### config.mk
export PLATFORM = sky130hd
export DESIGN_NAME = led_pattern_gen
export DESIGN_NICKNAME = d
export VERILOG_FILES = /design/src/rtl/led_pkg.sv /design/src/rtl/led_prescaler.sv /design/src/rtl/led_pattern_gen.sv
export SDC_FILE = /design/constraint.sdc
export NUM_CORES = 1
export LEC_CHECK = 0
export ABC_CLOCK_PERIOD_IN_PS = 4000
export BUFFER_PORTS_ARGS = -buffer_cell sky130_fd_sc_hd__buf_2
export CAP_MARGIN = 20
export CORE_MARGIN = 1.5
export CORE_UTILIZATION = 45
export DETAILED_ROUTE_END_ITERATION = 12
export SYNTH_ARGS = -nofsm -noshare
export SYNTH_HDL_FRONTEND = slang
export SYNTH_SLANG_ARGS = --single-unit
### constraint.sdc
create_clock -name i_clock -period 4 [get_ports i_clock]
set_input_delay 0 -clock i_clock [delete_from_list [all_inputs] [get_ports i_clock]]
set_output_delay 0 -clock i_clock [all_outputs]
set_load 0.02 [all_outputs]
### src/rtl/led_pkg.sv
// Shared types for the LED pattern generator: operating modes and FSM states.
// Latency: n/a (types only).
// Backpressure: none.
package led_pkg;

    typedef enum logic [1:0] {
        MODE_OFF   = 2'b00,
        MODE_ON    = 2'b01,
        MODE_BLINK = 2'b10,
        MODE_BURST = 2'b11
    } mode_t;

    typedef enum logic [2:0] {
        S_OFF      = 3'd0,
        S_ON       = 3'd1,
        S_BLINK_HI = 3'd2,
        S_BLINK_LO = 3'd3,
        S_BURST_HI = 3'd4,
        S_BURST_LO = 3'd5
    } state_t;

endpackage

### src/rtl/led_prescaler.sv
// Tick generator: counts 0..PRESCALE-1 and flags the last count with a 1-cycle o_tick.
// Latency: o_tick is registered; first tick PRESCALE-1 cycles after reset/clear.
// Backpressure: none; free-running, i_clear restarts the count from 0.
module led_prescaler #(
    parameter int PRESCALE = 25_000_000
) (
    input  logic i_clock,
    input  logic i_reset,
    input  logic i_clear,
    output logic o_tick
);

    localparam int CNT_W = (PRESCALE > 2) ? $clog2(PRESCALE) : 1;

    logic [CNT_W-1:0] r_cnt;
    logic [CNT_W-1:0] w_cnt_nxt;
    logic             r_tick;

    assign w_cnt_nxt = (r_cnt == CNT_W'(PRESCALE - 1)) ? '0 : r_cnt + CNT_W'(1);
    assign o_tick    = r_tick;

    // Count and register the tick so it is high exactly while the count sits at PRESCALE-1.
    always_ff @(posedge i_clock) begin
        if (i_reset || i_clear) begin
            r_cnt  <= '0;
            r_tick <= 1'b0;
        end else begin
            r_cnt  <= w_cnt_nxt;
            r_tick <= (w_cnt_nxt == CNT_W'(PRESCALE - 1));
        end
    end

endmodule

### src/rtl/led_pattern_gen.sv
// LED drive pattern generator (OFF/ON/BLINK/BURST) feeding led_control; optional PWM dimming under LED_PWM_EN.
// Latency: all outputs registered; a load at edge k takes effect on the outputs right after edge k.
// Backpressure: none; i_load is accepted on any cycle and aborts/restarts the running pattern.
module led_pattern_gen
    import led_pkg::*;
#(
    parameter int PRESCALE = 25_000_000,
    parameter int PERIOD_W = 8,
    parameter int COUNT_W  = 4
`ifdef LED_PWM_EN
    ,
    parameter int PWM_BITS = 4
`endif
) (
    input  logic                i_clock,
    input  logic                i_reset,
    input  logic                i_load,
    input  logic [1:0]          i_mode,
    input  logic [PERIOD_W-1:0] i_period,
    input  logic [COUNT_W-1:0]  i_count,
`ifdef LED_PWM_EN
    input  logic [PWM_BITS-1:0] i_duty,
`endif
    output logic                o_led,
    output logic                o_tick,
    output logic                o_busy,
    output logic                o_done
);

    state_t                r_state;
    logic [PERIOD_W-1:0]   r_period;
    logic [COUNT_W-1:0]    r_count;
    logic [PERIOD_W-1:0]   r_half;
    logic [COUNT_W-1:0]    r_burst;
    logic                  r_led;
    logic                  r_busy;
    logic                  r_done;

    logic                  w_tick;
    logic [PERIOD_W-1:0]   w_period_m1;
    logic                  w_phase_end;
    logic [COUNT_W-1:0]    w_burst_nxt;
    logic                  w_on_lvl;

    led_prescaler #(
        .PRESCALE (PRESCALE)
    ) u_prescaler (
        .i_clock (i_clock),
        .i_reset (i_reset),
        .i_clear (i_load),
        .o_tick  (w_tick)
    );

    // r_period is never 0 (clamped at latch time), so the subtraction cannot wrap.
    assign w_period_m1 = r_period - PERIOD_W'(1);
    assign w_phase_end = w_tick && (r_half == w_period_m1);
    assign w_burst_nxt = r_burst + COUNT_W'(1);

`ifdef LED_PWM_EN
    logic [PWM_BITS-1:0] r_pwm;

    // Free-running PWM phase counter, one step per clock.
    always_ff @(posedge i_clock) begin
        if (i_reset) begin
            r_pwm <= '0;
        end else begin
            r_pwm <= r_pwm + PWM_BITS'(1);
        end
    end

    assign w_on_lvl = (r_pwm < i_duty);
`else
    assign w_on_lvl = 1'b1;
`endif

    // Mode FSM with phase/burst counters; outputs are registered alongside the state.
    always_ff @(posedge i_clock) begin
        if (i_reset) begin
            r_state  <= S_OFF;
            r_period <= PERIOD_W'(1);
            r_count  <= '0;
            r_half   <= '0;
            r_burst  <= '0;
            r_led    <= 1'b0;
            r_busy   <= 1'b0;
            r_done   <= 1'b0;
        end else begin
            r_done <= 1'b0;
            if (i_load) begin
                r_period <= (i_period == '0) ? PERIOD_W'(1) : i_period;
                r_count  <= i_count;
                r_half   <= '0;
                r_burst  <= '0;
                case (mode_t'(i_mode))
                    MODE_OFF: begin
                        r_state <= S_OFF;
                        r_led   <= 1'b0;
                        r_busy  <= 1'b0;
                    end
                    MODE_ON: begin
                        r_state <= S_ON;
                        r_led   <= w_on_lvl;
                        r_busy  <= 1'b0;
                    end
                    MODE_BLINK: begin
                        r_state <= S_BLINK_HI;
                        r_led   <= w_on_lvl;
                        r_busy  <= 1'b0;
                    end
                    default: begin
                        // An empty burst completes on the load edge itself.
                        if (i_count == '0) begin
                            r_state <= S_OFF;
                            r_led   <= 1'b0;
                            r_busy  <= 1'b0;
                            r_done  <= 1'b1;
                        end else begin
                            r_state <= S_BURST_HI;
                            r_led   <= w_on_lvl;
                            r_busy  <= 1'b1;
                        end
                    end
                endcase
            end else begin
                if (w_tick) begin
                    r_half <= w_phase_end ? '0 : r_half + PERIOD_W'(1);
                end
                case (r_state)
                    S_OFF: begin
                        r_led <= 1'b0;
                    end
                    S_ON: begin
                        r_led <= w_on_lvl;
                    end
                    S_BLINK_HI: begin
                        if (w_phase_end) begin
                            r_state <= S_BLINK_LO;
                            r_led   <= 1'b0;
                        end else begin
                            r_led   <= w_on_lvl;
                        end
                    end
                    S_BLINK_LO: begin
                        if (w_phase_end) begin
                            r_state <= S_BLINK_HI;
                            r_led   <= w_on_lvl;
                        end else begin
                            r_led   <= 1'b0;
                        end
                    end
                    S_BURST_HI: begin
                        if (w_phase_end) begin
                            r_state <= S_BURST_LO;
                            r_led   <= 1'b0;
                        end else begin
                            r_led   <= w_on_lvl;
                        end
                    end
                    S_BURST_LO: begin
                        r_led <= 1'b0;
                        if (w_phase_end) begin
                            r_burst <= w_burst_nxt;
                            if (w_burst_nxt == r_count) begin
                                r_state <= S_OFF;
                                r_busy  <= 1'b0;
                                r_done  <= 1'b1;
                            end else begin
                                r_state <= S_BURST_HI;
                                r_led   <= w_on_lvl;
                            end
                        end
                    end
                    default: begin
                        r_state <= S_OFF;
                        r_led   <= 1'b0;
                        r_busy  <= 1'b0;
                    end
                endcase
            end
        end
    end

    assign o_led  = r_led;
    assign o_tick = w_tick;
    assign o_busy = r_busy;
    assign o_done = r_done;

endmodule
==> flow_summary_export.csv <==
group,metric,value,unit
cells_and_area,layout-drive-gt1-share,0.0848,
power,p_leak,1.24,nW
critical_path,crit_path_end,"r_burst[2]$_SDFFE_PP0P_",
place,gp_congestion,0.829,
clock_tree,cts-buffers-inserted,5,
run_status,violations,"design-rule violations",
yosys,synthArstFlopShare,0,
critical_path,rrSetupSlack,1.04,ns
yosys,yosysSeqAreaShare,0.368,
die,die_area,7270,um2
clock_tree,clk_pin_slew,0.10,ns
routing,via_per_inst,5.52,
grt,grt_first_pass_wirelength,10700,um
sta,setup_tns,0,ns
critical_path,cp-start-kind,"register",
die,num_rows,29,
sta,report.final.slew_viol_count,0,
sta,tightest_slew,0.819,ns
clock_tree,htreeDepth,2,
cells_and_area,antenna_cells,0,
yosys,syn_area,3050,um2
run_status,status,"finished with violations",
place,hpwl,4480,um
yosys,ys_warn_count,0,
die,io_pins,21,
critical_path,required,4.25,ns
cells_and_area,finalNonFillerCells,466,
sta,hold_viol,0,
sta,fmax,337,MHz
yosys,ys_ff_latch,56,
sta,fin_skew,0.0126,ns
routing,drt_iter0_drc,93,
sta,rsz0062_at_grt,"false",
clock_tree,clock-root-buffer,"clkbuf_8",
routing,post-route-drc-count,2,
grt,antenna_found_initial,0,
die,die_w,85.3,um
routing,routedWlPerCell,13.7,um
critical_path,cp_max_fo,16,
power,powerDensity,288,nW/um2
clock_tree,cts.path.max_buffers,2,
power,power,0.977,mW
yosys,ys.flop_type,"dfxtp_1",
min_path,hold_class,"primary input to register",
clock_tree,clkSinkCount,56,
grt,grt_max_degree,27,
sta,min_period,2.96,ns
cells_and_area,final_util,0.525,
critical_path,reg2reg_depth,6,
critical_path,r2r-end,"r_burst[2]$_SDFFE_PP0P_",
yosys,synth_top_area_cell,"dfxtp_1",
cells_and_area,finalNetCount,413,
sta,setup_viol,0,
place,post-place-cells,446,
grt,overflow,0,
critical_path,r2r-start,"r_period[0]$_SDFFE_PP1P_",
yosys,postSynthAreaPerCell,8.35,um2
sta,period_share,0.741,
clock_tree,cts_setup_buffers,0,
yosys,synth_edf_count,0,
yosys,synth_top_area_frac,0.368,
sta,slew_headroom,0.449,
grt,grtUsageTotal,0.181,
routing,vias,2571,
critical_path,worst-endpoint-arrival,3.21,ns
die,start_util,0.472,
place,io_buffers,20,
clock_tree,holdBufCountCts,12,
critical_path,crit_start,"r_period[0]$_SDFFE_PP1P_",
cells_and_area,mostFrequentLayoutCell,"nor2_1",
place,placed_area,3190,um2
routing,drt_wl_total,6370,um
yosys,syn-num-nets,390,
cells_and_area,syn_to_final_growth,11.3,%
power,ir_worst_vdd,0.000155,V
routing,drt_first_pass_iters,9,
run,drv_cap,0,
yosys,synth_cells,365,
die,dieHeight,85.3,um
grt,first_global_vias,2360,
clock_tree,insertion_delay,0.31,ns
yosys,synthTopCellsByArea,"dfxtp_1, nor2_1, xor2_1",
clock_tree,cts_resized,0,
clock_tree,cts_tree,"done",
die,fp.coreArea,6460,um2
cells_and_area,final_cell_mix,"nor2_1, dfxtp_1, xor2_1, nand2_1",
critical_path,endpoint_kind,"register",
yosys,ys_types,52,
critical_path,path_class,"register to register",
cells_and_area,finish.instance_area,3390,um2
routing,ant_nets,0,
## cell families after synthesis
family                     after synthesis  synth area share
muxes                                   14            0.0460
buffers and inverters                   28            0.0349
xor gates and xnor gates                44             0.126
adders and majority gates                8            0.0329
and+or+nand+nor                        166             0.277
DFF                                     56             0.368
AOI/OAI and AO/OA                       49             0.115
## sequential cells by signal, indices dropped and copies added, names as in the netlist
| name | cells |
|---|---|
| r_period | 8 |
| r_half | 8 |
| u_prescaler.o_tick | 1 |
| r_burst | 4 |
| o_busy | 1 |
| o_led | 1 |
| r_count | 4 |
| u_prescaler.r_cnt | 25 |
| r_state | 3 |
| o_done | 1 |
## where the power goes
part / internal (mW) / leakage (nW) / switching (mW)
clock network: 0.126 / 0.0424 / 0.181
registers: 0.568 / 0.454 / 0.0124
logic: 0.0442 / 0.739 / 0.0458
## Yosys cell counts, drive strengths merged, types with 2 or more instances
cell type,n
nor3b,2
buf,2
xnor2,21
or2,3
a211oi,2
and2,2
nand3,21
or3,6
o311ai,2
a21oi,12
o31ai,2
inv,11
a22oi,2
and4b,2
o211ai,3
mux2i,14
clkbuf,15
o22ai,2
nor2,57
nor3,8
a2111oi,2
o2111ai,2
nand2b,5
nand2,22
a21o,2
nor4,5
dfxtp,56
o21ai,5
ha,8
or4,6
and3,11
a2111o,2
nor4b,2
nand3b,3
xor2,23
o221ai,2
nand4,8
## worst min-delay path by stage
stage                start                        to  slack, ns  cells past startpoint
2_1_floorplan   i_count[0]   r_count[0]$_SDFFE_PP0P_       0.15                      2
3_3_place_gp   i_period[4]  r_period[4]$_SDFFE_PP0P_       0.25                      3
3_5_place_dp   i_period[4]  r_period[4]$_SDFFE_PP0P_       0.26                      3
4_1_cts            i_reset   r_count[3]$_SDFFE_PP0P_       0.06                      2
5_1_grt            i_reset   r_state[1]$_SDFFE_PP0P_       0.07                      2
6_report           i_reset  r_period[1]$_SDFFE_PP0P_       0.07                      2
## through the flow
stage | setup WS (ns) | hold slack (ns)
floorplan | 1.32 | 0.147
global placement | 1.08 | 0.252
detailed placement | 1.04 | 0.261
CTS | 1.03 | 0.0611
global route | 0.920 | 0.0738
finish | 1.04 | 0.0653
## worst max-delay path: stages (launching register included)
cell and delay, ns:
dfxtp_1 0.35, or4_4 0.57, or4_1 0.52, a21o_1 0.18, a2111o_1 0.61, or4_1 0.53
a21oi_1 0.14
## area by class of cell
type,instances,area (um2)
Tap cell,77,96.3
Multi-Input combinational cell,281,1820
Clock buffer,7,76.3
Clock inverter,1,8.76
Inverter,11,41.3
Fill cell,630,3070
Timing Repair Buffer,33,228
Sequential cell,56,1120
## per-layer routing
metal	up-vias	routed length (um)	GRT usage	part of all wire
li1	1345	-	-	-
met1	1194	3060	0.224	0.48
met2	28	3110	0.321	0.49
met3	4	149	0.0302	0.023
met4	0	52	0.0528	0.0082
met5	-	0	0	0
No activity file was read; power rests on OpenSTA's default activity.
